--- config.mk ---
export PLATFORM = sky130hd
export DESIGN_NAME = op_scoreboard
export DESIGN_NICKNAME = d
export VERILOG_FILES = /design/src/rtl/op_scoreboard.sv
export SDC_FILE = /design/constraint.sdc
export NUM_CORES = 1
export LEC_CHECK = 0
export ABC_AREA = 1
export CAP_MARGIN = 0
export CORE_AREA = 8 8 168 170
export DETAILED_ROUTE_END_ITERATION = 6
export DIE_AREA = 0 0 176 178
export GPL_ROUTABILITY_DRIVEN = 0
export PLACE_DENSITY = 0.76
export SKIP_LAST_GASP = 1
export SLEW_MARGIN = 10
export SYNTH_ARGS = -nofsm -noshare
export SYNTH_HDL_FRONTEND = slang
export SYNTH_SLANG_ARGS = --single-unit
export TNS_END_PERCENT = 5
--- constraint.sdc ---
create_clock -name clk -period 15.74 [get_ports clk]
set_input_delay 3.935 -clock clk [delete_from_list [all_inputs] [get_ports clk]]
set_output_delay 3.935 -clock clk [all_outputs]
set_load 0.005 [all_outputs]
--- src/rtl/op_scoreboard.sv ---
// op_scoreboard: in-flight destination scoreboard for the decode/issue stage.
//
// Holds one countdown counter per register of the FPU, integer and predicate
// files. A counter is loaded with the producer latency when a writer issues.
// It then counts down to zero, which is the point where the EX/MEM/WB bypass
// can supply the value. Issue is held while any source operand is still
// counting. Issue is also held when a destination would finish earlier than
// the write already in flight (WAW).
//
// Ports
//   clk          rising-edge clock
//   rst          asynchronous, active-high reset; clears every counter
//   issue_valid  instruction present at issue
//   issue_rw     destination files written: [2] F, [1] I, [0] P
//   issue_z      destination register id
//   issue_lat    cycles until the result is forwardable (0 = not tracked)
//   src_y/src_x  source register ids
//   use_y/use_x  files read by src_y/src_x (same F/I/P bit order)
//   flush        pipeline flush; clears all tracking, wins over issue
//   stall        combinational: hold issue this cycle
//   busy_f/i/p   per-register pending flags (counter != 0)

module op_scoreboard #(
    parameter int unsigned LAT_W = 3,
    parameter int unsigned NREG  = 16
) (
    input  logic                    clk,
    input  logic                    rst,
    input  logic                    issue_valid,
    input  logic [2:0]              issue_rw,
    input  logic [$clog2(NREG)-1:0] issue_z,
    input  logic [LAT_W-1:0]        issue_lat,
    input  logic [$clog2(NREG)-1:0] src_y,
    input  logic [$clog2(NREG)-1:0] src_x,
    input  logic [2:0]              use_y,
    input  logic [2:0]              use_x,
    input  logic                    flush,
    output logic                    stall,
    output logic [NREG-1:0]         busy_f,
    output logic [NREG-1:0]         busy_i,
    output logic [NREG-1:0]         busy_p
);

    localparam int unsigned NFILE  = 3;
    localparam int unsigned ID_W   = $clog2(NREG);
    // Bit position of each register file inside issue_rw / use_y / use_x.
    localparam int unsigned FILE_F = 2;
    localparam int unsigned FILE_I = 1;
    localparam int unsigned FILE_P = 0;

    logic [LAT_W-1:0] cnt_q [NFILE][NREG];
    logic [LAT_W-1:0] cnt_d [NFILE][NREG];

    logic raw_hit;
    logic waw_hit;
    logic accept;

    // Hazard detection against the current (pre-edge) counters.
    always_comb begin
        raw_hit = 1'b0;
        waw_hit = 1'b0;
        for (int f = 0; f < NFILE; f++) begin
            if (use_y[f] && (cnt_q[f][src_y] != '0)) begin
                raw_hit = 1'b1;
            end
            if (use_x[f] && (cnt_q[f][src_x] != '0)) begin
                raw_hit = 1'b1;
            end
            // A new write that would become forwardable before the older
            // in-flight write would be overtaken by it; hold it instead.
            if (issue_rw[f] && (cnt_q[f][issue_z] > issue_lat)) begin
                waw_hit = 1'b1;
            end
        end
    end

    // Flush masks the stall so the front end can redirect freely.
    always_comb begin
        stall  = issue_valid & (raw_hit | waw_hit) & ~flush;
        accept = issue_valid & ~(raw_hit | waw_hit) & ~flush;
    end

    // Counter update: flush, then load on accept, then saturating decrement.
    always_comb begin
        for (int f = 0; f < NFILE; f++) begin
            for (int r = 0; r < NREG; r++) begin
                cnt_d[f][r] = cnt_q[f][r];
                if (flush) begin
                    cnt_d[f][r] = '0;
                end else if (accept && issue_rw[f] && (issue_z == ID_W'(r))) begin
                    cnt_d[f][r] = issue_lat;
                end else if (cnt_q[f][r] != '0) begin
                    cnt_d[f][r] = cnt_q[f][r] - LAT_W'(1);
                end
            end
        end
    end

    // Counter state register.
    always_ff @(posedge clk or posedge rst) begin
        if (rst) begin
            for (int f = 0; f < NFILE; f++) begin
                for (int r = 0; r < NREG; r++) begin
                    cnt_q[f][r] <= '0;
                end
            end
        end else begin
            cnt_q <= cnt_d;
        end
    end

    // Busy flags decode straight from the counter registers.
    always_comb begin
        busy_f = '0;
        busy_i = '0;
        busy_p = '0;
        for (int r = 0; r < NREG; r++) begin
            busy_f[r] = (cnt_q[FILE_F][r] != '0);
            busy_i[r] = (cnt_q[FILE_I][r] != '0);
            busy_p[r] = (cnt_q[FILE_P][r] != '0);
        end
    end

endmodule

## Word-level counts from Yosys, hierarchy flattened

Cells that the tools add are included.
Widths: inputs -> output; s select.

| word-level totals | value |
|---|---|
| output and inout port bits | 49 |
| memories kept | 0 |
| bits in latches | 0 |
| bits in read-only memories | 0 |
| bits in registers | 144 |
| logic and storage cells | 470 |
| input bits | 28 |
| bits in writable memories | 0 |

| operators by class | value |
|---|---|
| multiplexer cells | 180 |
| bitwise logic cells | 10 |
| reductions and logical operators | 163 |
| div/mod/pow operators | 0 |
| equality and inequality tests | 15 |
| shifts and indexed selects | 0 |
| order comparisons | 6 |
| $add $sub $neg | 48 |
| multipliers | 0 |

Operator list:

| kind | number |
|---|---|
| $mux 3 | 162 |
| $reduce_bool 3->1 | 102 |
| $sub 3x1->3 const B | 48 |
| $bmux 3 s4 | 9 |
| $logic_and 1x1->1 | 60 |
| $eq 4x4->1 const B | 8 |
| $eq 4x3->1 const B | 4 |
| $ge 5x5->1 const B | 3 |
| $not 4->5 | 3 |
| $gt 3x3->1 | 3 |
| $mux 1 | 9 |
| $eq 4x2->1 const B | 2 |
| $and 1x1->1 | 4 |
| $eq 4x1->1 const B | 1 |
| $logic_not 4->1 | 1 |
| $not 1->1 | 2 |
| $or 1x1->1 | 1 |

## Longest topological paths before layout

Gate-level depths: netlist of run 1.

| depth | value |
|---|---|
| word-level depth | 20 |
| mapped depth | 24 |

## Worst setup path before layout of run 1

Ideal clock, no wire load.

| timing path | value |
|---|---|
| kind | input to output |
| start | in issue_z[1] |
| end | out stall |
| buffers on the path | 3 |
| stages | 19 |
| slack | 5.545 ns |
| arrival | 6.260 ns |
| path through | inv_1 -> nand2_1 -> clkbuf_1 -> clkbuf_1 -> o22ai_1 -> o21ai_0 -> nand4_1 -> ha_1 -> a21oi_1 -> o21ai_0 -> nand3_1 -> nand2_1 -> nor2_1 -> nand2_1 -> inv_1 -> nand2_1 -> nor2_4 -> buf_6 -> nor3_1 |

| on the way | value |
|---|---|
| word-level cells in the longest chain between the ends | 12 |
| elaborated cells between the ends (all ways) | 22 |
| those cells by class | order compare (3); mux (12); bitwise (4); reduce/logical (3) |

RTL lines:

| item | line | text |
|---|---|---|
| start, declared | 31 | `input logic [$clog2(NREG)-1:0] issue_z,` |
| $not 4->5 (not written as such) * | 71 | `if (issue_rw[f] && (cnt_q[f][issue_z] > issue_lat)) begin` |
| $bmux 3 s4 | 71 |  |
| $mux 3 (not written as such) (2 in a row) | 71 |  |
| $gt 3x3->1 | 71 |  |
| $logic_and 1x1->1 | 71 |  |
| $mux 1 (2 in a row) | 71 |  |
| $mux 1 * | 71 |  |
| $or 1x1->1 * | 79 | `stall = issue_valid & (raw_hit \| waw_hit) & ~flush;` |
| $and 1x1->1 * (2 in a row) | 79 |  |
| end, declared | 38 | `output logic stall,` |

Mark *: on every way between the ends. The rest lies on a longest branch, timed or not. The select of a mux whose other input is x is not followed.

## Worst setup path after layout of run 1

Ends and elaborated chain as after synthesis.

==> out/qor.csv, run 1 <==
metric;value;unit
layout_worst_path_cycle_share;0.791;
filler_cell_count_in_the_final_layout;2424;
clk_latency;0.45;ns
tightestPinTransition;1.29;ns
critPathArrivalTime;8.51;ns
critical_path.cell_chain;clkdlybuf4s50_1 > inv_1 > nor2_1 > clkinv_1 > o22ai_1 > o21ai_0 > nand4_1 > ha_1 > a21oi_1 > o21ai_0 > nand3_1 > nand2_1 > nor2_1 > nand2_1 > inv_1 > nand2_1 > nor2_4 > nor3_1 > clkdlybuf4s50_1;
timing.max_slew.rel_slack;0.134;
post-route-worst-setup-slack;3.29;ns
antenna_violations_before_repair;0;
synth_enable_flop_cells;0;
cpLargestDelayFamily;buffers and inverters;
status;finished, final reports clean;
wirelength;46800;um
final_net_count;2301;
yosysTopAreaCell;dfrtp_1;
drcViolationCount;0;
timing.hold.worst.class;flip-flop to flip-flop;
diodes;0;
post_cts.resized_instances;0;
area_fraction_of_the_dominant_cell_type_after_synthesis;0.262;
via_per_inst;5.95;
timing.rr.start;cnt_q[8]$_DFFE_PP0P_;
yosys_register_bits;144;
floorplan.initialDensity;0.537;
htree_levels;4;
pin_count_of_the_biggest_net_entering_global_routing;81;
global_route_wire_length_before_repair;74900;um
fin_util;0.592;
worstHoldPathCells;2;
vias_in_the_first_global_route;14293;
netlist_top_cells_area;dfrtp_1, nand2_1, nand3_1;
flow.area_growth_from_synthesis;10.3;%
syn-mean-instance-area;6.40;um2
setup-tns-final;0;ns
worst_r2r_path_depth;19;
dieArea;0.0313;mm2
async_reset_ff_frac;1.00;
p_leak;0.00831;uW
critPathLaunchType;input port;
first_pass_iters;6;
syn-instance-count;2148;
crit_path_most_repeated_cell;nand2_1;
yosys_warnings;0;
fmax;80.3;MHz
finalClockSkew;0.0144;ns
tritoncts_num_sinks;144;
route.detailed.wl_per_inst;18.6;um
post_synth_num_cell_types;35;
number_of_i_o_pins;77;
core.rowCount;59;
worstSetupEndpointType;output port;
die_w;176;um
final_cell_mix;nand2_1, nand3_1, inv_1;
pre_cts_setup_slack;3.46;ns
tritoncts.num_buffers;17;
cts_tree;built;
detailroute.via_count;14976;
path_class;input port to output port;
mappedNetlistNets;2281;
setup_repair_after_global_routing_missed_its_margin;no;
placeableCoreArea;0.0256;mm2
worst_setup_hold_path_clk_slew;0.06;ns
most_instantiated_flip_flop_cell_in_the_synthesis_netlist;dfrtp_1;
syn-cell-area;0.0137;mm2
timing.max_cap.violations;0;
ff_latch_area;0.00360;mm2
ctsHoldBuffers;0;
cp_slowest_cell;clkinv_1;
drt-initial-drc-count;1874;
grt.total_usage;0.299;
worst_hold_path.endpoint;cnt_q[134]$_DFFE_PP0P_;
synth-seq-area-share;0.262;
crit_fanout;34;
reg.largest.list;cnt_q (144);
chipHeight;178;um
hpwl;31700;um
top_register;cnt_q;
total_area_of_multi_input_combinational_cells;0.00843;mm2
regToRegSetupSlack;11.55;ns
worstReg2RegEnd;cnt_q[19]$_DFFE_PP0P_;
path_buf_inv;5;
drtAntennaViolNets;0;
vdd_ir_drop_max;0.000101;V
placement.io_buffers;76;
post_cts_buffers;0;
mostFrequentLayoutCell;nand2_1;
critical_path_required;11.81;ns
slew_viol_final;0;
largest_register_ffs;144;
finalHoldViolCount;0;
layout_min_cycle_time;12.45;ns
final_layout_size_suffix_gt1_frac;0.0619;
clock_tree.root_cell;clkbuf_16;
hp-start;cnt_q[134]$_DFFE_PP0P_;
worst_setup_path_startpoint;issue_z[1];
max-clock-path-buffers;2;
overflow;0;
finalSetupViolCount;0;
powerDensity;197;mW/mm2
cp_slowest_stage_delay;1.05;ns
## cell usage after synthesis, drive strengths merged (3+ instances only)
master / n
a21oi: 60
o221ai: 6
clkbuf: 52
inv: 315
dfrtp: 144
nor2: 104
nand4: 76
o211ai: 3
o21ai: 42
a221oi: 3
nand2: 701
nand3: 413
buf: 54
ha: 105
a22oi: 6
o22ai: 60
## layer usage
layer  wire length (um)  global-route usage
met5                  0                   0
met3               5390              0.0658
met1              18400               0.376
met2              20500               0.471
met4               2520               0.171
## worst max-delay path by stage
stage               slack [ns]  depth (start not counted)  endpoint
finish                    3.29                         19     stall
global route              3.05                         19     stall
CTS                       3.46                         19     stall
detailed placement        3.46                         19     stall
global placement          3.62                         19     stall
floorplan                 5.55                         19     stall
## power by group
part | switching [uW] | internal, uW | total, uW
registers | 131 | 543 | 674
logic | 1140 | 769 | 1910
clock network | 182 | 218 | 400
total | 1460 | 1530 | 2990
## tightest hold or removal path: stages (launching register included)
cell	delay, ns
dfrtp_1	0.34
nand3_1	0.07
nand2_1	0.06
## cell families after synthesis
family,after synthesis,share of synthesized area
compound gates,181,0.0844
buf+inv,422,0.126
fa+ha+maj,105,0.0956
flops,144,0.262
simple gates,1296,0.432
## layout make-up
cell class | instances | share of cell area
inverters | 316 | 0.0787
clock inverters | 12 | 0.00742
multi-input cells | 1582 | 0.556
flip-flops and latches | 144 | 0.238
well taps | 335 | 0.0276
clock buffers | 20 | 0.0288
repair buffers | 107 | 0.0643
## stage by stage
stage | power (uW) | area, um2 | hold slack, ns | std cells
5_1_grt | 3290 | 15200 | 0.532 | 2516
6_report | 2990 | 15200 | 0.506 | 2516
3_3_place_gp | 2500 | 14600 | 0.490 | 2484
4_1_cts | 2960 | 15200 | 0.510 | 2516
2_1_floorplan | 1950 | 13700 | 0.476 | 2148
3_5_place_dp | 2550 | 14600 | 0.493 | 2484
No activity file was read; power rests on OpenSTA's default activity.
==> inputs of run 2 (changes only) <==
--- a/config.mk
+++ b/config.mk
@@ -11,7 +11,7 @@
 export DETAILED_ROUTE_END_ITERATION = 6
 export DIE_AREA = 0 0 176 178
 export GPL_ROUTABILITY_DRIVEN = 0
-export PLACE_DENSITY = 0.76
+export PLACE_DENSITY = 0.79
 export SKIP_LAST_GASP = 1
 export SLEW_MARGIN = 10
 export SYNTH_ARGS = -nofsm -noshare
==> constraint.sdc (replaced) <==
create_clock -name clk -period 10 [get_ports clk]
set_input_delay 2.5 -clock clk [delete_from_list [all_inputs] [get_ports clk]]
set_output_delay 2.5 -clock clk [all_outputs]
set_load 0.005 [all_outputs]
==> run 2 against run 1 <==
Net effect: count of clock-buffer cells in the layout is 2 higher; largest power group unchanged; non-clock buffer count is 3 higher; final area up 0.61%; total power increased by 61%; clock skew fell by 0.0037 ns; critical path depth unchanged; register-to-register slack got worse by 5.7 ns; via count increased by 2.6%; worst hold slack worse by 0.0024 ns; routed wire length grew 1.2%; sequential cell count is the same.
==> out/qor.csv, run 2 (synthesis results as in run 1) <==
metric;value;unit;change
cpLargestDelayFamily;simple AND/OR/NAND/NOR gates;;
ctsHoldBuffers;0;;unchanged
powerDensity;315;mW/mm2;+60%
worstSetupEndpointType;output port;;
final_layout_size_suffix_gt1_frac;0.0646;;+0.00266
first_pass_iters;6;;unchanged
timing.max_cap.violations;0;;unchanged
reg.largest.list;cnt_q (144);;
setup_repair_after_global_routing_missed_its_margin;no;;
drtAntennaViolNets;0;;unchanged
tritoncts.num_buffers;17;;unchanged
intPower;2470;uW;+62%
crit_path_most_repeated_cell;nand2_1;;
final_cell_mix;nand2_1, nand3_1, inv_1;;
via_per_inst;6.10;;+2.4%
setup-tns-final;0;ns;unchanged
fmax;111;MHz;
critical_path_required;7.50;ns;-4.31 ns
detailroute.via_count;15359;;+2.6%
route.detailed.wl_per_inst;18.8;um;+1.1%
path_buf_inv;5;;unchanged
clock_tree.root_cell;clkbuf_16;;
number_of_i_o_pins;77;;unchanged
tightestPinTransition;1.24;ns;-0.0517 ns
hp-start;cnt_q[120]$_DFFE_PP0P_;;
power_switching_share;0.486;;-0.00193
drt-initial-drc-count;1949;;+4.0%
slew_viol_final;0;;unchanged
groute.layer.met2.usage;0.472;;+0.00145
timing.hold.worst.class;flip-flop to flip-flop;;
die_w;176;um;unchanged
floorplan.initialDensity;0.537;;unchanged
crit_fanout;35;;+2.9%
drcViolationCount;0;;unchanged
grtUsageMet3;0.0680;;+0.00212
wirelength;47400;um;+1.2%
worst_hold_path.endpoint;cnt_q[120]$_DFFE_PP0P_;;
worstHoldPathCells;2;;unchanged
post_cts.resized_instances;0;;unchanged
critPathLaunchType;input port;;
worstReg2RegEnd;cnt_q[21]$_DFFE_PP0P_;;
cts_tree;built;;
cp_slowest_cell;nand2_1;;
critical_path.cell_chain;clkdlybuf4s50_1 > inv_1 > nand2_1 > buf_4 > o22ai_1 > o21ai_0 > nand4_1 > ha_1 > nand2_1 > nor2_1 > a211oi_1 > nor2_1 > nor2_1 > nand2_1 > inv_1 > nand2_1 > nor2_4 > nor3_1 > clkdlybuf4s50_1;;
path_class;input port to output port;;
timing.rr.start;cnt_q[128]$_DFFE_PP0P_;;
vdd_ir_drop_max;0.000168;V;+65%
critPathArrivalTime;6.50;ns;-2.01 ns
diodes;0;;unchanged
vias_in_the_first_global_route;14569;;+1.9%
design_power_total;4810;uW;+61%
cp_slowest_stage_delay;0.89;ns;-0.16 ns
overflow;0;;unchanged
timing.max_slew.rel_slack;0.169;;+0.0346
post_cts_buffers;0;;unchanged
placement.io_buffers;76;;unchanged
max-clock-path-buffers;2;;unchanged
mostFrequentLayoutCell;nand2_1;;
pin_count_of_the_biggest_net_entering_global_routing;100;;+23%
tritoncts_num_sinks;144;;unchanged
finalSetupViolCount;0;;unchanged
grt.total_usage;0.301;;+0.00222
clk_latency;0.44;ns;about the same
finalHoldViolCount;0;;unchanged
worst_r2r_path_depth;19;;unchanged
htree_levels;4;;unchanged
largest_register_ffs;144;;unchanged
placeableCoreArea;0.0256;mm2;unchanged
power.share.sequential;0.222;;-0.004
chipHeight;178;um;unchanged
status;finished, final reports clean;;
finalClockSkew;0.0108;ns;-0.00367 ns
p_leak;0.00836;uW;+0.51%
hpwl;32900;um;+3.7%
fraction_of_power_consumed_by_the_clock_network;0.144;;+0.010
dieArea;0.0313;mm2;unchanged
pwr-share-comb;0.635;;-0.005
layout_worst_path_cycle_share;0.900;;
global_route.usage.met1;0.374;;-0.00137
core.rowCount;59;;unchanged
flow.area_growth_from_synthesis;11.0;%;
regToRegSetupSlack;5.83;ns;-5.72 ns
layout_min_cycle_time;9.00;ns;
final_net_count;2304;;+0.13%
top_register;cnt_q;;
global_route_wire_length_before_repair;75800;um;+1.2%
worst_setup_hold_path_clk_slew;0.06;ns;about the same
p_switching;2330;uW;+60%
busiest_layer;met2;;
antenna_violations_before_repair;0;;unchanged
[run 2: per-stage QoR]
| stage | setup slack [ns] | hold WS (ns) | cell area (um2) | utilization | instances |
|---|---|---|---|---|---|
| 2_1_floorplan | 2.68 | 0.476 | 13700 | - | 2148 |
| 3_3_place_gp | 1.32 | 0.489 | 14600 | 0.572 | 2487 |
| 3_5_place_dp | 1.13 | 0.494 | 14600 | 0.572 | 2487 |
| 4_1_cts | 1.13 | 0.510 | 15300 | 0.596 | 2519 |
| 5_1_grt | 0.736 | 0.525 | 15300 | 0.596 | 2519 |
| 6_report | 0.999 | 0.503 | 15300 | 0.596 | 2519 |
[run 2: layer usage]
layer | routed length (um) | vias up
li1 | - | 7071
met1 | 18000 | 7066
met2 | 20800 | 977
met3 | 5510 | 245
met4 | 3020 | 0
met5 | 0 | -
[run 2: power groups by stage]
stage,sequential (uW),combinational (uW),clock [uW]
3_5_place_dp,1060,2980,0
2_1_floorplan,992,2070,0
3_3_place_gp,1060,2880,0
5_1_grt,1090,3450,714
6_report,1070,3050,691
4_1_cts,1060,3000,694
[run 2: tightest hold or removal path, delay by kind of cell (launching register included)]
family	cells	cell delay, ns
flip-flops	1	0.34
AND/OR/NAND/NOR	2	0.13
[run 2: layout make-up]
type	instances	area, um2
clock buffers	22	494
clock inverters	10	125
fillers	2353	10400
inverters	316	1190
multi-input cells	1582	8430
flip-flops and latches	144	3600
well taps	335	419
repair buffers	110	998
[run 2: worst max path at each step]
stage                          start     to  cells after the start
after floorplan           issue_z[1]  stall                     19
after global placement    issue_z[1]  stall                     19
after detailed placement  issue_z[1]  stall                     19
after CTS                 issue_z[1]  stall                     19
after global routing      issue_z[1]  stall                     19
final                     issue_z[1]  stall                     19
